## config.mk

```make
export PLATFORM = sky130hd
export DESIGN_NAME = fetch_unit
export DESIGN_NICKNAME = d
export VERILOG_FILES = /design/src/rtl/fetch_unit.sv
export SDC_FILE = /design/constraint.sdc
export NUM_CORES = 1
export LEC_CHECK = 0
export CAP_MARGIN = 20
export CORE_MARGIN = 4
export CORE_UTILIZATION = 45
export CTS_CLUSTER_SIZE = 28
export DETAILED_ROUTE_END_ITERATION = 6
export PLACE_DENSITY = 0.75
export SLEW_MARGIN = 30
export SYNTH_ARGS = -nofsm -noshare
export SYNTH_HDL_FRONTEND = slang
export SYNTH_SLANG_ARGS = --single-unit
```

## constraint.sdc

```tcl
create_clock -name Clk -period 10.9 [get_ports Clk]
set_input_delay 3.27 -clock Clk [delete_from_list [all_inputs] [get_ports Clk]]
set_output_delay 3.27 -clock Clk [all_outputs]
set_load 0.005 [all_outputs]
```

## src/rtl/fetch_unit.sv

```systemverilog
// Instruction fetch unit: single-outstanding IM request FSM feeding a small
// two-entry {pc, instr} queue towards decode, with redirect (flush) support.
module fetch_unit #(
   parameter int unsigned QDEPTH   = 2,
   parameter logic [31:0] RESET_PC = 32'h0000_3000
) (
   input  logic        Clk,
   input  logic        Reset,
   input  logic [31:0] PC,
   output logic        pc_hold,
   input  logic        flush,
   output logic        im_req,
   output logic [31:0] im_addr,
   input  logic        im_ack,
   input  logic        im_rvalid,
   input  logic [31:0] im_rdata,
   output logic        instr_valid,
   output logic [31:0] instr,
   output logic [31:0] instr_pc,
   input  logic        instr_ready
);

   localparam int unsigned PW = (QDEPTH > 1) ? $clog2(QDEPTH) : 1;
   localparam int unsigned CW = $clog2(QDEPTH + 1);

   if (QDEPTH != 2 || RESET_PC[1:0] != 2'b00) begin : g_bad_cfg
      $error("fetch_unit: QDEPTH must be 2 and RESET_PC word aligned");
   end

   typedef enum logic [1:0] {
      IDLE = 2'd0,
      WAIT = 2'd1,
      DROP = 2'd2
   } state_e;

   state_e        state_q, state_d;
   logic [31:0]   req_pc_q, req_pc_d;
   logic [CW-1:0] count_q, count_d;
   logic [PW-1:0] head_q, head_d;
   logic [PW-1:0] tail_q, tail_d;
   logic [31:0]   mem_pc_q  [QDEPTH];
   logic [31:0]   mem_ins_q [QDEPTH];

   logic issue;
   logic push;
   logic pop;
   logic has_room;

   function automatic logic [PW-1:0] ptr_inc(input logic [PW-1:0] p);
      return (p == PW'(QDEPTH - 1)) ? '0 : p + PW'(1);
   endfunction

   // Reset gates the handshake outputs so nothing leaks while held.
   assign has_room = (count_q < CW'(QDEPTH));
   assign im_req   = !Reset && (state_q == IDLE) && has_room && !flush;
   assign im_addr  = PC;
   assign issue    = im_req && im_ack;
   assign pc_hold  = Reset || !(issue || flush);

   assign instr_valid = (count_q != '0);
   assign instr       = instr_valid ? mem_ins_q[head_q] : 32'h0;
   assign instr_pc    = instr_valid ? mem_pc_q[head_q]  : 32'h0;
   assign pop         = instr_valid && instr_ready && !flush;

   always_comb begin
      state_d  = state_q;
      req_pc_d = req_pc_q;
      push     = 1'b0;
      unique case (state_q)
         IDLE: begin
            if (issue) begin
               state_d  = WAIT;
               req_pc_d = PC;
            end
         end
         WAIT: begin
            if (im_rvalid) begin
               state_d = IDLE;
               push    = !flush;
            end else if (flush) begin
               state_d = DROP;
            end
         end
         DROP: begin
            if (im_rvalid) state_d = IDLE;
         end
         default: state_d = IDLE;
      endcase
   end

   always_comb begin
      count_d = count_q;
      head_d  = head_q;
      tail_d  = tail_q;
      if (flush) begin
         count_d = '0;
         head_d  = '0;
         tail_d  = '0;
      end else begin
         if (push) tail_d = ptr_inc(tail_q);
         if (pop)  head_d = ptr_inc(head_q);
         if (push && !pop)      count_d = count_q + CW'(1);
         else if (pop && !push) count_d = count_q - CW'(1);
      end
   end

   always_ff @(posedge Clk or posedge Reset) begin
      if (Reset) begin
         state_q  <= IDLE;
         req_pc_q <= 32'h0;
         count_q  <= '0;
         head_q   <= '0;
         tail_q   <= '0;
      end else begin
         state_q  <= state_d;
         req_pc_q <= req_pc_d;
         count_q  <= count_d;
         head_q   <= head_d;
         tail_q   <= tail_d;
      end
   end

   always_ff @(posedge Clk or posedge Reset) begin
      if (Reset) begin
         for (int unsigned i = 0; i < QDEPTH; i++) begin
            mem_pc_q[i]  <= 32'h0;
            mem_ins_q[i] <= 32'h0;
         end
      end else if (push) begin
         mem_pc_q[tail_q]  <= req_pc_q;
         mem_ins_q[tail_q] <= im_rdata;
      end
   end

   a_one_outstanding: assert property (
      @(posedge Clk) disable iff (Reset) (state_q != IDLE) |-> !im_req);

   a_no_overflow: assert property (
      @(posedge Clk) disable iff (Reset) push |-> has_room);

endmodule

```

==> impl_results.md <==
* Fill cell count at 1338
* GRT Residual Overflow at 0
* Clock skew at 0.008240 ns
* Drt pass-1 iters at 4
* Die ar. at 0.01901 mm²
* CP required at 7.63 ns
* PostCTS Resize Cnt at 0
* DRT iter0 DRCs at 132
* Crit-path leading delay family: simple AND/OR/NAND/NOR gates
* Mapped Avg Cell Area at 13.85 µm²
* Die width at 137.9 µm
* Multi-input logic area at 0.002989 mm²
* Final net count at 749
* Gr usage total at 0.1743
* Register area share after synthesis at 0.5473
* Met1 wire length at 7.089 mm
* Num Clock Sinks at 166
* Vias in the first global route at 5054
* Final Hold Fails at 0
* Initial antenna violation count at 2
* Share of layout cells above drive strength 1 at 0.2861
* Worst setup SP type: input port
* Max cap viols at 0
* Slew Limit Fails at 0
* Total CTS buffers at 17
* Worst-Skew Late Latency at 0.42 ns
* Met2 wire length at 7.694 mm
* Worst slew margin at 0.3658
* Placed wire-length estimate at 10.12 mm
* Critical path class: input port to primary output
* Core Area at 0.01658 mm²
* Post-CTS setup buffers at 0
* DIE HEIGHT at 137.9 µm
* WP data arrival at 5.81 ns
* Warnings, synthesis at 0
* CTS H-Tree Depth at 4
* Count of cell types in the netlist at 28
* Clock Path Buffers at 2
* Setup tns final at 0 ns
* Clk root buf: clkbuf_16
* Top sig layer: met5
* Largest net degree at the start of global routing at 89
* Buf/Inv on CP at 2
* Cells after synthesis at 548
* Reg clk slew, reported paths at 0.06 ns
* Worst Path Max Fanout at 34
* Antenna Cells at 0
* Via-per-instance ratio at 5.063
* Hold crit path type: flip-flop to flip-flop
* PortBufs at 168
* Slowest cell on the critical path: nand3b_4
* Non-filler cells, final at 912
* Final Cycle Share at 0.8329
* Met3 routed wirelength at 1.033 mm
* Leakage power at 4.258 nW
* Area growth, synth to finish at 28.40%
* Unrepaired setup endpoints after global routing: false
* CP dominant cell by count: clkdlybuf4s50_1
* First-pass GRT wire length at 25.54 mm
* Power density cells at 171.8 mW/mm²
* CTS tree: built
* Final setup vio count at 0
* Max Fclk at 110.1 MHz
* DRC Markers at 0
* Minimum clock period after layout at 9.079 ns
* Peak supply drop at 0.1155 mV
* Site row count at 47
* RD Place Congestion at 0.7335
* Final Cell Area at 0.009746 mm²
* CP Cell Sequence: clkdlybuf4s50_1 > or4_1 > nand3b_4 > a21o_1 > clkdlybuf4s50_1
* Hold buffers post-CTS at 0
* Final WL at 16.07 mm
* #FFs+latches synth at 166
* Final Util at 0.5877
* ANT nets after route at 0
* Top-level I/O count at 169
* Register cell area after layout at 0.004158 mm²
* Via Count at 4617
* Starting Density at 0.4577
* Outcome: completed
* Endpoint type of the worst setup path: primary output
* Placed cell count at 880
* WL per Instance at 17.62 µm
* Post-Syn Nets at 618
* Max stage delay on crit path at 0.67 ns
* Synthesized area at 0.007590 mm²
* Post-DP Area at 0.009175 mm²
* Worst-Margin Slew at 0.9514 ns
[cells in the mapped netlist]
library cell / instances / area (µm²)
or4_1: 1 / 7.510
mux2_2: 127 / 1430
nand2_1: 4 / 15.01
nor2_1: 68 / 255.2
a21o_1: 1 / 7.510
nor3_1: 1 / 5.000
o21bai_1: 1 / 7.510
o21ai_0: 1 / 5.000
nand2b_1: 1 / 6.260
or3_1: 1 / 6.260
dfrtp_1: 166 / 4154
xor2_1: 2 / 17.52
nor3_4: 1 / 16.27
nor4bb_1: 1 / 10.01
o41ai_1: 1 / 8.760
clkbuf_1: 6 / 22.52
mux2i_1: 66 / 660.6
mux2_4: 28 / 420.4
buf_6: 9 / 101.4
inv_1: 5 / 18.77
buf_2: 12 / 60.06
a31oi_1: 1 / 6.260
a21oi_1: 1 / 5.000
buf_4: 32 / 240.2
nand3b_1: 2 / 15.01
buf_1: 3 / 11.26
mux2_1: 5 / 56.30
nand3b_4: 1 / 20.02
[per-layer routing]
layer	GRT usage	up-vias
met1	0.2202	2321
met5	0	-
met4	0.05379	4
met2	0.2885	138
met3	0.05406	25
li1	-	2129
[logic make-up after synthesis]
family | synth area share
AND/OR/NAND/NOR | 0.04698
XOR/XNOR | 0.002308
flip-flops | 0.5473
AO/OA/AOI/OAI | 0.005276
buffers and inverters | 0.05984
multiplexers | 0.3383
[path summary, 6_finish.rpt]
| kind | start | end | slack (ns) | cells after the start |
|---|---|---|---|---|
| hold reg to reg | mem_pc_q[48] | mem_pc_q[48] | 0.48 | 1 |
| hold / removal | mem_pc_q[48] | mem_pc_q[48] | 0.48 | 1 |
| min in group asynchronous | Reset | req_pc_q[17] | 3.56 | 3 |
| setup / recovery | flush | pc_hold | 1.82 | 5 |
| setup reg to reg | count_q[1] | req_pc_q[10] | 8.55 | 3 |
| max in group asynchronous | Reset | head_q | 6.00 | 4 |
[flip-flops by register name, summed over array words and instances (netlist names)]
name,flops
count_q,2
head_q,1
mem_ins_q,64
mem_pc_q,64
req_pc_q,32
state_q,2
tail_q,1
[where the power goes]
group	internal, mW	switching [mW]	total, mW
Sequential	0.750	0.0738	0.824
Combinational	0.190	0.0974	0.288
Clock	0.322	0.240	0.562
[layout make-up]
class	count	share of cell area
sequential	166	0.4266
clock buffer	22	0.05071
tap	220	0.02824
timing repair buffer	174	0.1779
inverter	5	0.002311
multi-input combinational	315	0.3067
clock inverter	10	0.007446
[worst register-to-register path: cells and delay by family (launching register included)]
kind	cells	cell delay, ns
and+or+nand+nor	2	1.26
DFF	1	0.45
muxes	1	0.53
[metrics by stage]
stage                     hold slack [ns]  setup WS [ns]  power [mW]
after floorplan                    0.4574          1.092       1.028
after global placement             0.4664          1.824       1.105
after global routing               0.5118          1.707       1.761
after CTS                          0.4892          1.781       1.693
after detailed placement           0.4754          1.780       1.126
final                              0.4836          1.821       1.674
[placed cells by master (no fill, tap or decap), types with 2 or more instances in the layout]
cell | netlist | routed
inv_1 | 5 | 4
clkbuf_8 | 0 | 5
buf_6 | 9 | 2
nand2_1 | 4 | 4
mux2_2 | 127 | 127
dfrtp_1 | 166 | 165
clkdlybuf4s50_1 | 0 | 168
mux2_4 | 28 | 28
nand3b_1 | 2 | 2
nor2_1 | 68 | 67
clkbuf_16 | 0 | 17
xor2_1 | 2 | 2
mux2_1 | 5 | 5
clkinv_2 | 0 | 3
clkinv_4 | 0 | 4
mux2i_1 | 66 | 66
clkinvlp_4 | 0 | 4
buf_4 | 32 | 4
Power figures use the tool's default switching activity.
